===== config.mk =====
export PLATFORM = sky130hd
export DESIGN_NAME = instruction_queue_flat
export DESIGN_NICKNAME = d
export VERILOG_FILES = /design/src/rtl/instruction_queue_if.sv /design/src/rtl/instruction_queue.sv /design/src/flat_wrapper.sv
export SDC_FILE = /design/constraint.sdc
export NUM_CORES = 1
export LEC_CHECK = 0
export BUFFER_PORTS_ARGS = -buffer_cell sky130_fd_sc_hd__buf_4
export CAP_MARGIN = 25
export CORE_MARGIN = 4
export CORE_UTILIZATION = 60
export DETAILED_ROUTE_END_ITERATION = 6
export PLACE_DENSITY = 0.78
export REMOVE_ABC_BUFFERS = 1
export SLEW_MARGIN = 10
export SYNTH_ARGS = -nofsm -noshare
export SYNTH_HDL_FRONTEND = slang
export SYNTH_SLANG_ARGS = --single-unit
export TNS_END_PERCENT = 1

===== constraint.sdc =====
create_clock -name i_clk -period 5.1 [get_ports i_clk]
set_input_delay 0.255 -clock i_clk [delete_from_list [all_inputs] [get_ports i_clk]]
set_output_delay 0.255 -clock i_clk [all_outputs]
set_load 0.01 [all_outputs]

===== src/rtl/instruction_queue_if.sv =====
// -----------------------------------------------------------------------------
// instruction_queue_if
//   Bundles the instruction queue's handshake and bus signals.
//   Signal names carry the i_/o_ prefix as seen from the queue itself.
//   Modports:
//     slave  - the queue: takes pop/imem data and drives fetch/head/status.
//     master - the environment: issue stage plus instruction memory.
//   Signals:
//     i_pop        issue stage consumes the head entry this cycle
//     o_imem_ren   instruction memory read request
//     o_imem_addr  read address (current PC)
//     i_imem_data  read data, valid one cycle after o_imem_ren
//     o_instr      head instruction
//     o_instr_pc   PC of the head instruction
//     o_valid      head entry valid
//     o_full       queue holds DEPTH entries
//     o_count      number of occupied entries
//     o_done       program fully fetched and drained
//     i_flush      redirect request   (only with IQ_FLUSH_EN)
//     i_flush_pc   redirect target PC (only with IQ_FLUSH_EN)
// -----------------------------------------------------------------------------
interface instruction_queue_if #(
   parameter int DATA_W = 16,
   parameter int ADDR_W = 8,
   parameter int DEPTH  = 4
);
   localparam int CW = $clog2(DEPTH) + 1;

   logic              i_pop;
   logic              o_imem_ren;
   logic [ADDR_W-1:0] o_imem_addr;
   logic [DATA_W-1:0] i_imem_data;
   logic [DATA_W-1:0] o_instr;
   logic [ADDR_W-1:0] o_instr_pc;
   logic              o_valid;
   logic              o_full;
   logic [CW-1:0]     o_count;
   logic              o_done;
`ifdef IQ_FLUSH_EN
   logic              i_flush;
   logic [ADDR_W-1:0] i_flush_pc;
`endif

   modport slave (
`ifdef IQ_FLUSH_EN
      input  i_flush, i_flush_pc,
`endif
      input  i_pop, i_imem_data,
      output o_imem_ren, o_imem_addr, o_instr, o_instr_pc,
             o_valid, o_full, o_count, o_done
   );

   modport master (
`ifdef IQ_FLUSH_EN
      output i_flush, i_flush_pc,
`endif
      output i_pop, i_imem_data,
      input  o_imem_ren, o_imem_addr, o_instr, o_instr_pc,
             o_valid, o_full, o_count, o_done
   );
endinterface


===== src/rtl/instruction_queue.sv =====
// -----------------------------------------------------------------------------
// instruction_queue
//   Fetch/issue front end for the tomasulo issue stage. Walks a PC over the
//   instruction memory, fetches one instruction per cycle into an in-order
//   FIFO and lets the issue stage drain it with pop. Fetch is credit-limited
//   so the FIFO never overflows; o_done flags a fully drained program.
//   Ports:
//     i_clk   clock, rising edge
//     i_rst   synchronous, active-high reset
//     bus     instruction_queue_if.slave (pop, imem request/data, head, status)
//   Parameters: DATA_W, ADDR_W, DEPTH (power of 2, >=2), PROG_LEN.
//   Optional feature: define IQ_FLUSH_EN to add i_flush/i_flush_pc redirect.
// -----------------------------------------------------------------------------
module instruction_queue #(
   parameter int DATA_W   = 16,
   parameter int ADDR_W   = 8,
   parameter int DEPTH    = 4,
   parameter int PROG_LEN = 16
) (
   input logic               i_clk,
   input logic               i_rst,
   instruction_queue_if.slave bus
);
   localparam int PW = $clog2(DEPTH);
   localparam int CW = PW + 1;
   localparam logic [CW:0]     DEPTH_V = (CW+1)'(DEPTH);
   localparam logic [ADDR_W:0] PLEN_V  = (ADDR_W+1)'(PROG_LEN);

   // PC is one bit wider so PROG_LEN == 2**ADDR_W is reachable.
   logic [ADDR_W:0]   r_pc;
   logic              r_inflight;
   logic [ADDR_W-1:0] r_tag_pc;
   logic [PW-1:0]     r_wr_ptr;
   logic [PW-1:0]     r_rd_ptr;
   logic [CW-1:0]     r_count;
   logic [DATA_W-1:0] r_data [DEPTH];
   logic [ADDR_W-1:0] r_pcs  [DEPTH];

   logic              w_flush;
   logic [ADDR_W-1:0] w_flush_pc;
   logic [CW:0]       w_credit;
   logic              w_req;
   logic              w_wr;
   logic              w_pop;

`ifdef IQ_FLUSH_EN
   assign w_flush    = bus.i_flush;
   assign w_flush_pc = bus.i_flush_pc;
`else
   assign w_flush    = 1'b0;
   assign w_flush_pc = '0;
`endif

   // Credit counts the outstanding response but not a same-cycle pop.
   assign w_credit = {1'b0, r_count} + {{CW{1'b0}}, r_inflight};
   assign w_req    = !i_rst && !w_flush && (r_pc < PLEN_V) && (w_credit < DEPTH_V);
   assign w_wr     = r_inflight;
   assign w_pop    = bus.i_pop && (r_count != '0);

   always_ff @(posedge i_clk) begin
      if (i_rst) begin
         r_pc       <= '0;
         r_inflight <= 1'b0;
         r_tag_pc   <= '0;
         r_wr_ptr   <= '0;
         r_rd_ptr   <= '0;
         r_count    <= '0;
         for (int unsigned i = 0; i < DEPTH; i++) begin
            r_data[i] <= '0;
            r_pcs[i]  <= '0;
         end
      end else if (w_flush) begin
         // Dropping r_inflight discards the response arriving next cycle.
         r_pc       <= {1'b0, w_flush_pc};
         r_inflight <= 1'b0;
         r_wr_ptr   <= '0;
         r_rd_ptr   <= '0;
         r_count    <= '0;
      end else begin
         r_inflight <= w_req;
         if (w_req) begin
            r_pc     <= r_pc + (ADDR_W+1)'(1);
            r_tag_pc <= r_pc[ADDR_W-1:0];
         end
         if (w_wr) begin
            r_data[r_wr_ptr] <= bus.i_imem_data;
            r_pcs[r_wr_ptr]  <= r_tag_pc;
            r_wr_ptr         <= r_wr_ptr + PW'(1);
         end
         if (w_pop)
            r_rd_ptr <= r_rd_ptr + PW'(1);
         case ({w_wr, w_pop})
            2'b10:   r_count <= r_count + CW'(1);
            2'b01:   r_count <= r_count - CW'(1);
            default: r_count <= r_count;
         endcase
      end
   end

   assign bus.o_imem_ren  = w_req;
   assign bus.o_imem_addr = r_pc[ADDR_W-1:0];
   assign bus.o_instr     = r_data[r_rd_ptr];
   assign bus.o_instr_pc  = r_pcs[r_rd_ptr];
   assign bus.o_valid     = (r_count != '0);
   assign bus.o_full      = (r_count == DEPTH_V[CW-1:0]);
   assign bus.o_count     = r_count;
   assign bus.o_done      = !i_rst && (r_pc == PLEN_V) && !r_inflight && (r_count == '0);

endmodule


===== src/flat_wrapper.sv =====
// flat-port wrapper written by rule: the top's interface ports become plain ports
module instruction_queue_flat 
#(
   parameter int DATA_W   = 16,
   parameter int ADDR_W   = 8,
   parameter int DEPTH    = 4,
   parameter int PROG_LEN = 16
)
  (i_clk, i_rst, bus_i_pop, bus_i_imem_data, bus_o_imem_ren, bus_o_imem_addr, bus_o_instr, bus_o_instr_pc, bus_o_valid, bus_o_full, bus_o_count, bus_o_done);
  instruction_queue_if #(.DATA_W(DATA_W), .ADDR_W(ADDR_W), .DEPTH(DEPTH)) bus_i ();
  input logic i_clk;
  input logic i_rst;
  input wire logic [$bits(bus_i.i_pop)-1:0] bus_i_pop;
  input wire logic [$bits(bus_i.i_imem_data)-1:0] bus_i_imem_data;
  output wire logic [$bits(bus_i.o_imem_ren)-1:0] bus_o_imem_ren;
  output wire logic [$bits(bus_i.o_imem_addr)-1:0] bus_o_imem_addr;
  output wire logic [$bits(bus_i.o_instr)-1:0] bus_o_instr;
  output wire logic [$bits(bus_i.o_instr_pc)-1:0] bus_o_instr_pc;
  output wire logic [$bits(bus_i.o_valid)-1:0] bus_o_valid;
  output wire logic [$bits(bus_i.o_full)-1:0] bus_o_full;
  output wire logic [$bits(bus_i.o_count)-1:0] bus_o_count;
  output wire logic [$bits(bus_i.o_done)-1:0] bus_o_done;
  assign bus_i.i_pop = bus_i_pop;
  assign bus_i.i_imem_data = bus_i_imem_data;
  assign bus_o_imem_ren = bus_i.o_imem_ren;
  assign bus_o_imem_addr = bus_i.o_imem_addr;
  assign bus_o_instr = bus_i.o_instr;
  assign bus_o_instr_pc = bus_i.o_instr_pc;
  assign bus_o_valid = bus_i.o_valid;
  assign bus_o_full = bus_i.o_full;
  assign bus_o_count = bus_i.o_count;
  assign bus_o_done = bus_i.o_done;
  instruction_queue #(.DATA_W(DATA_W), .ADDR_W(ADDR_W), .DEPTH(DEPTH), .PROG_LEN(PROG_LEN)) u_core (.i_clk(i_clk), .i_rst(i_rst), .bus(bus_i));
endmodule

---- Word-level counts from Yosys, hierarchy flattened ----
Memories as Yosys holds them, arrays and structs flattened. A register that Yosys moved wholly into a read port is not among the register bits.
Cells that the tools add are included.
word-level totals
  logic and storage cells ................. 49
  bits in registers ....................... 25
  output and inout port bits .............. 39
  memories ................................ 2
  input port bits ......................... 19
  bits in writable memories ............... 96
memories
  name           words  bits a word  read ports  clocked after Yosys merged registers in  write ports  RTL line                 source
  u_core.r_data  4      16           1           1                                        4            instruction_queue.sv:36  logic [DATA_W-1:0] r_data [DEPTH];
  u_core.r_pcs   4      8            1           1                                        4            instruction_queue.sv:37  logic [ADDR_W-1:0] r_pcs [DEPTH];
operators by class
  magnitude comparators ................... 2
  reduce and logical (&&, ||, !) cells .... 13
  equality and inequality tests ........... 4
  multiplexer cells ....................... 16
  add/sub/neg operators ................... 6
operator list
  cell                                                 number
  2-to-1 mux 16 bit                                    1
  OR reduction 16 bit                                  1
  2-to-1 mux 2 bit                                     6
  adder 9 x 1 -> 9 bit, second input constant          1
  equality test 9 x 5 -> 1 bit, second input constant  1
  < comparator 9 x 5 -> 1 bit, second input constant   1
  2-to-1 mux 8 bit                                     1
  OR reduction 8 bit                                   1
  2-to-1 mux 1 bit                                     7
  logical AND 1 bit                                    6
  case mux 3 bit (2 select lines)                      1
  adder 2 x 1 -> 2 bit, second input constant          2
  adder 3 x 1 -> 4 bit                                 1
  < comparator 4 x 3 -> 1 bit, second input constant   1
  adder 3 x 1 -> 3 bit, second input constant          1
  equality test 3 bit, second input constant           1
  zero test 3 bit                                      1
  nonzero test 3 bit                                   1
  subtractor 3 x 1 -> 3 bit, second input constant     1
  equality test 2 x 1 -> 1 bit, second input constant  1
  equality test 2 bit, second input constant           1
  zero test 1 bit                                      2
  nonzero test 2 bit                                   1

---- Logic depth before layout (Yosys ltp) ----
Gate-level depths: netlist of run 1.
  depth after elaboration ................. 5
  depth in mapped cells ................... 8
  mapped depth without buffers ............ 8

---- Least setup slack after synthesis of run 1 ----
No wires, ideal clock.
  kind .................................... register to register
  start ................................... register u_core.r_inflight
  end ..................................... memory u_core.r_data[1][0], enable pin
  path slack .............................. 3.005 ns
  period minus slack after synthesis ...... 2.095 ns
  path buffers ............................ 0
  data arrival time ....................... 1.684 ns
  cell stages (with the launch flop) ...... 3
  data required time ...................... 4.690 ns
  setup time .............................. 0.410 ns
  path through ............................ dfxtp_1 -> nand2_1 -> o21bai_1
RTL lines
  item                      RTL line                 source
  start: declaration        instruction_queue.sv:31  logic r_inflight;
  start signal: assignment  instruction_queue.sv:80  r_inflight <= w_req;
  end: declaration          instruction_queue.sv:36

==> impl_metrics.toml, run 1 <==
[run_status]
status = "finished, final reports clean"

[finish]
fin_nets = 434
final_cell_area_um2 = 6369
area_growth_syn_to_layout_pct = 20.13
fillers = 531
share_of_cells_above_drive_strength_1_pct = 29.72
antennaDiodeCount = 0

[synth]
synth.area.top_cells = "sky130_fd_sc_hd__edfxtp_1 54%, sky130_fd_sc_hd__and2_1 11%, sky130_fd_sc_hd__dfxtp_1 10%"
synth_top_cell_area_share_pct = 54.38
syn_avg_cell_area_um2 = 14.81
flip_flop_cell_with_the_highest_count_after_synthesis = "sky130_fd_sc_hd__edfxtp_1"
synth_compound_area_share_pct = 1.015
postSynthRegisterBits = 123
synth_async_sr_flop_share_pct = 0
ys_types = 39
yosys.area_share.adder_pct = 1.086
synth_simple_gate_area_share_pct = 17.23
synthesis.area_um2 = 5301
synth_enable_flop_cells = 96
synth.yosys.seq_area_share_pct = 64.57
synth_top_family_by_area = "simple AND/OR/NAND/NOR gates"
synth_xor_area_share_pct = 0.9913
synth_area_leader_cell = "sky130_fd_sc_hd__edfxtp_1"
post_synth_mux_area_share_pct = 11.71
synthesis.yosys.warnings = 0
synthesis.instances = 358

[detailed_routing]
routedWlPerCell_um = 19.39
detailroute.via_count = 2947
route.detailed.drc = 0
drt.antenna.violating_nets = 0
detail_route.wirelength_um = 10320
drt_first_iter_violations = 189
route.detailed.vias_per_inst = 5.539
pre_repair_dr_iteration_count = 4

[die]
coreArea_um2 = 8678
start_util_pct = 61.09
dieHeight_um = 102.0
die-area_um2 = 10400
floorplan.die.width_um = 102.0
core.rowCount = 34
io_pins = 58

[job]
max_cap_viol_count = 0

[timing]
setup_violations = 0
report.final.hold_viol_count = 0
layout_worst_path_cycle_share_pct = 50.00
period_needed_ns = 2.550
setup_tns_ns = 0
fmaxAchievable_mhz = 392.2
worst_pin_slew_ns = 0.8870
timing.final.max_slew_violations = 0
fin_skew_ns = 0.005694
unrepaired_setup_endpoints_after_global_routing = "false"
slew_headroom_pct = 40.86

[placement]
post-dp-hpwl_um = 6070
numPortBuffers = 57
gp_routability_congestion = 0.7984
postPlaceCellArea_um2 = 5772

[pwr]
comb_power_share_pct = 20.1
swShare_pct = 26.12
netSwitchingPower_uw = 833.2
static-leakage-power_uw = 0.002489
power.share.clock_pct = 38.0
power.density_cell_area_nw_per_um2 = 500.9
p_int_uw = 2357
vdd_drop_max_v = 0.0002769
sequentialPowerShare_pct = 41.9

[clock_network]
postCtsResizedCells = 0
numClockSinks = 123
cts_tree = "built"
cts.repair_timing.setup_buffer_count = 0
clk_transition_reported_paths_ns = 0.06
postCtsHoldBufs = 0
ctsRootBufferMaster = "sky130_fd_sc_hd__clkbuf_8"
cts_buffer_depth = 2
cts.htree.levels = 4
cts_inserted_buffers = 17
clock_insertion_delay_worst_skew_ns = 0.51

[grt]
pin_count_of_the_biggest_net_entering_global_routing = 41
first_pass_grt_wire_length_um = 16510
track_usage_pct = 21.77
grt_antenna_before_repair = 0
first_global_vias = 3157
congestion_overflow_gr = 0

[worst_hold_path]
min_path_type = "input port to flop"

[critical_path]
critPathArrivalTime_ns = 2.70
timing.critical_path.required_ns = 5.25
setup.worst_path.start_class = "flop"
critical_path.max_fanout = 25
nature_of_the_critical_path_endpoint = "flop"
path_class = "flop to flop"
==> per-stage QoR <==
step	setup slack, ns	hold WS (ns)	instances	power [uW]	utilization [%]
6_report	2.550	0.04299	532	3190	73.39
5_1_grt	2.264	0.02548	532	3332	73.39
4_1_cts	2.534	0.02261	532	3219	73.39
3_5_place_dp	2.548	0.4641	500	2007	66.51
3_3_place_gp	2.602	0.4522	500	1986	66.51
2_1_floorplan	2.477	0.3241	330	1709	-
==> final timing paths <==
| path | from | slack (ns) | cells after the start | to |
|---|---|---|---|---|
| min reg2reg | u_core.r_pc[8] | 0.47 | 1 | u_core.r_pc[8] |
| max reg2reg | u_core.r_inflight | 2.55 | 4 | u_core.r_data[2][0] |
| max | u_core.r_inflight | 2.55 | 4 | u_core.r_data[2][0] |
| min | bus_i_imem_data[7] | 0.04 | 2 | u_core.r_data[0][7] |
==> critical path, stage by stage (launching register included) <==
cell and delay, ns:
sky130_fd_sc_hd__dfxtp_1 0.45, sky130_fd_sc_hd__nor2b_1 0.17, sky130_fd_sc_hd__buf_4 0.28, sky130_fd_sc_hd__and3b_1 0.66, sky130_fd_sc_hd__or2_2 0.61
==> power by group through the flow <==
stage | Clock, uW | Sequential [uW] | Combinational (uW)
floorplan | 0 | 1330 | 377
global placement | 0 | 1350 | 632
detailed placement | 0 | 1360 | 644
CTS | 1230 | 1340 | 649
global route | 1280 | 1360 | 693
finish | 1210 | 1340 | 640
==> state kept, by name (all words and copies together), names as in the netlist, named ones only <==
register / count
u_core.r_pcs: 32
u_core.r_wr_ptr: 2
u_core.r_data: 64
u_core.r_pc: 9
u_core.r_tag_pc: 8
u_core.bus.o_count: 3
u_core.r_rd_ptr: 2
u_core.r_inflight: 1
==> synthesized netlist by cell type, types with 2 or more instances <==
cell,count
sky130_fd_sc_hd__nor2_1,10
sky130_fd_sc_hd__buf_2,3
sky130_fd_sc_hd__nor4_1,3
sky130_fd_sc_hd__or3_1,3
sky130_fd_sc_hd__ha_1,3
sky130_fd_sc_hd__a21oi_1,2
sky130_fd_sc_hd__xor2_1,5
sky130_fd_sc_hd__nor3b_1,4
sky130_fd_sc_hd__mux2i_1,8
sky130_fd_sc_hd__edfxtp_1,96
sky130_fd_sc_hd__nand2b_1,9
sky130_fd_sc_hd__nor2b_1,5
sky130_fd_sc_hd__mux4_2,24
sky130_fd_sc_hd__inv_1,9
sky130_fd_sc_hd__nor3_1,2
sky130_fd_sc_hd__dfxtp_1,27
sky130_fd_sc_hd__and2_1,96
sky130_fd_sc_hd__clkbuf_1,15
sky130_fd_sc_hd__or2_2,6
sky130_fd_sc_hd__buf_4,8
sky130_fd_sc_hd__and3_1,2
==> area by class of cell <==
type	count	area, um2	share of cell area, %
Sequential cell	123	3425	53.77
Clock inverter	13	175.2	2.750
Inverter	9	33.78	0.5305
Timing Repair Buffer	62	465.4	7.308
Tap cell	108	135.1	2.122
Multi-Input combinational cell	198	1713	26.90
Clock buffer	19	421.7	6.621
==> routing by layer <==
metal	share of wire, %	up-vias	global-route usage (%)
met2	52	93	36.18
li1	-	1383	-
met1	40	1453	27.10
met3	6.6	18	6.826
met5	0	-	0
met4	1.8	0	7.770
==> cell usage in the layout (no fill, tap or decap), drive strengths merged, types with 8 or more instances in the layout <==
cell type,count
buf,62
mux4,24
clkbuf,19
mux2i,8
nor2,10
dfxtp,27
edfxtp,96
and2,96
nand2b,9
inv,9
==> cells by family after synthesis <==
family	Yosys count
adder cells (fa/ha/maj)	4
AO/OA/AOI/OAI	8
XOR/XNOR	6
AND/OR/NAND/NOR	148
multiplexers	32
flip-flops	123
buffers and inverters	37
No activity file was read; power rests on OpenSTA's default activity.
==> run 2: changes to the inputs <==
--- a/config.mk
+++ b/config.mk
@@ -5,12 +5,13 @@
 export SDC_FILE = /design/constraint.sdc
 export NUM_CORES = 1
 export LEC_CHECK = 0
+export ABC_AREA = 1
 export BUFFER_PORTS_ARGS = -buffer_cell sky130_fd_sc_hd__buf_4
 export CAP_MARGIN = 25
 export CORE_MARGIN = 4
-export CORE_UTILIZATION = 60
+export CORE_UTILIZATION = 58
 export DETAILED_ROUTE_END_ITERATION = 6
-export PLACE_DENSITY = 0.78
+export PLACE_DENSITY = 0.76
 export REMOVE_ABC_BUFFERS = 1
 export SLEW_MARGIN = 10
 export SYNTH_ARGS = -nofsm -noshare
==> constraint.sdc (replaced) <==
create_clock -name i_clk -period 2.4 [get_ports i_clk]
set_input_delay 0.12 -clock i_clk [delete_from_list [all_inputs] [get_ports i_clk]]
set_output_delay 0.12 -clock i_clk [all_outputs]
set_load 0.01 [all_outputs]
==> run 2 against run 1 <==
Effect of this change:
- register-to-register slack lost 2.3 ns
- clock skew up 0.0021 ns
- core utilization shrank 0.55 points
- synthesized cell count rose by 44%
- first-iteration DRC count grew 28%
- combinational power rose to 2.8 times the previous value
- cell count is 33% higher
==> impl_metrics.toml, run 2 <==
[finish]
share_of_cells_above_drive_strength_1_pct = 18.26
largest_register_ffs = 64
registers.top_by_ff_count = "u_core.r_data"
layout_commonest_cell = "sky130_fd_sc_hd__nor2_1"
area_growth_syn_to_layout_pct = 21.04
antennaDiodeCount = 0
final_cell_mix = "138 x sky130_fd_sc_hd__nor2_1, 96 x sky130_fd_sc_hd__edfxtp_1, 67 x sky130_fd_sc_hd__buf_4"
post-route-util_pct = 72.83
fin_nets = 608
largest_registers = "u_core.r_data: 64 flops, u_core.r_pcs: 32 flops, u_core.r_pc: 9 flops"
final_cell_area_um2 = 6414

[pwr]
vdd_drop_max_v = 0.0007695
comb_power_share_pct = 26.5
swShare_pct = 30.88
power.share.clock_pct = 33.0
power.density_cell_area_nw_per_um2 = 1033
static-leakage-power_uw = 0.002592
netSwitchingPower_uw = 2047
sequentialPowerShare_pct = 40.5
p_int_uw = 4581

[placement]
dpl_worst_slack_ns = 0.3724
post-dp-hpwl_um = 6554
gp_routability_congestion = 0.8585
postPlaceCellArea_um2 = 5728
numPortBuffers = 57

[timing]
unrepaired_setup_endpoints_after_global_routing = "false"
setup_tns_ns = 0
slew_headroom_pct = 46.53
timing.final.max_slew_violations = 0
report.final.hold_viol_count = 0
period_needed_ns = 2.145
timing.final.ws_setup_ns = 0.2551
fmaxAchievable_mhz = 466.2
fin_skew_ns = 0.007837
setup_violations = 0
fin_worst_hold_slack_ns = 0.4220
worst_pin_slew_ns = 0.8012
layout_worst_path_cycle_share_pct = 89.37

[die]
die-area_um2 = 10730
floorplan.die.width_um = 103.6
io_pins = 58
start_util_pct = 60.17
core.rowCount = 34
dieHeight_um = 103.6
coreArea_um2 = 8806

[detailed_routing]
drt.antenna.violating_nets = 0
pre_repair_dr_iteration_count = 5
detail_route.wirelength_um = 11540
drt_first_iter_violations = 242
detailroute.via_count = 3933
route.detailed.drc = 0
routedWlPerCell_um = 16.36
route.detailed.vias_per_inst = 5.579

[run_status]
status = "finished, final reports clean"

[critical_path]
cpPeakStageDelay_ns = 0.58
setup.worst_path.start_class = "flop"
critPathArrivalTime_ns = 2.02
timing.critical_path.required_ns = 2.28
crit_chain = "inv_1, o21ai_0, o22ai_1, buf_4"
critical_path.max_fanout = 24
nature_of_the_critical_path_endpoint = "output pin"
critical_path.slowest_cell = "sky130_fd_sc_hd__inv_1"
path_class = "flop to output pin"

[grt]
grt_antenna_before_repair = 0
track_usage_pct = 22.19
first_global_vias = 3989
congestion_overflow_gr = 0
pin_count_of_the_biggest_net_entering_global_routing = 50
first_pass_grt_wire_length_um = 19100

[synth]
synth_top_cell_area_share_pct = 54.40
post_synth_most_frequent_cells = "138 x sky130_fd_sc_hd__nor2_1, 96 x sky130_fd_sc_hd__edfxtp_1, 53 x sky130_fd_sc_hd__o21ai_0"
syn_avg_cell_area_um2 = 10.25
synth_area_leader_cell = "sky130_fd_sc_hd__edfxtp_1"
synth.yosys.seq_area_share_pct = 64.60
flip_flop_cell_with_the_highest_count_after_synthesis = "sky130_fd_sc_hd__edfxtp_1"
synth.area.top_cells = "sky130_fd_sc_hd__edfxtp_1 54%, sky130_fd_sc_hd__dfxtp_1 10%, sky130_fd_sc_hd__nor2_1 9.8%"
synthesis.instances = 517
synthesis.yosys.warnings = 0
postSynthRegisterBits = 123
synth_enable_flop_cells = 96
most_numerous_cell_in_the_yosys_netlist = "sky130_fd_sc_hd__nor2_1"
synth_async_sr_flop_share_pct = 0
synthesis.area_um2 = 5299
ys_types = 27

[clock_network]
clk_transition_reported_paths_ns = 0.06
numClockSinks = 123
cts.htree.levels = 4
cts_inserted_buffers = 17
cts_buffer_depth = 2
cts_tree = "built"
postCtsResizedCells = 0
ctsRootBufferMaster = "sky130_fd_sc_hd__clkbuf_8"
clock_insertion_delay_worst_skew_ns = 0.50

[worst_hold_path]
min_path_type = "flop to flop"

[job]
max_cap_viol_count = 0
run 2: layout make-up:
cell class | count | area (um2)
clock buffer | 20 | 425.4
fill | 603 | 2392
inverter | 48 | 182.7
multi-input combinational | 310 | 1484
sequential | 123 | 3423
tap | 108 | 135.1
timing repair buffer | 85 | 683.2
clock inverter | 11 | 80.08
run 2: final timing paths:
kind,from,to,slack [ns],depth (start not counted)
setup / recovery,flop,bus_o_instr[4],0.26,4
hold reg to reg,u_core.r_pc[8],u_core.r_pc[8],0.42,2
setup reg to reg,u_core.bus.o_count[0],u_core.bus.o_count[2],0.28,11
hold / removal,u_core.r_pc[8],u_core.r_pc[8],0.42,2
run 2: cell families after synthesis:
logic type,Yosys count,share of synthesized area [%]
and+or+nand+nor,217,17.66
buffers and inverters,84,7.532
DFF,123,64.60
AOI/OAI and AO/OA,87,8.784
adders and majority gates,4,1.086
xor gates and xnor gates,2,0.3306
run 2: power by group through the flow:
| stage | Clock [uW] | Sequential, uW | Combinational [uW] |
|---|---|---|---|
| CTS | 2220 | 2680 | 1760 |
| global placement | 0 | 2710 | 1680 |
| global route | 2320 | 2710 | 1940 |
| finish | 2190 | 2690 | 1760 |
| floorplan | 0 | 2760 | 904 |
| detailed placement | 0 | 2720 | 1720 |
run 2: per-layer routing:
metal | track usage, % | up-vias | routed length (um)
met5 | 0 | - | 0
met4 | 7.882 | 0 | 191
met3 | 5.597 | 19 | 749
met2 | 38.41 | 169 | 5785
met1 | 27.09 | 1862 | 4809
li1 | - | 1883 | -
run 2: worst max-delay path: cells and delay by family, from the launching register on:
| kind | cells | cell delay, ns |
|---|---|---|
| flops | 1 | 0.30 |
| buf+inv | 2 | 0.74 |
| compound gates | 2 | 0.48 |
run 2: repair_timing:
action                                 4_1_cts  5_1_grt
endpoints found under the hold margin       61        0
setup buffers                                0        0
hold buffers                                18        0
run 2: metrics by stage:
step	instances	power, uW
finish	705	6628
global route	705	6970
floorplan	481	3668
CTS	705	6666
detailed placement	656	4445
global placement	656	4387
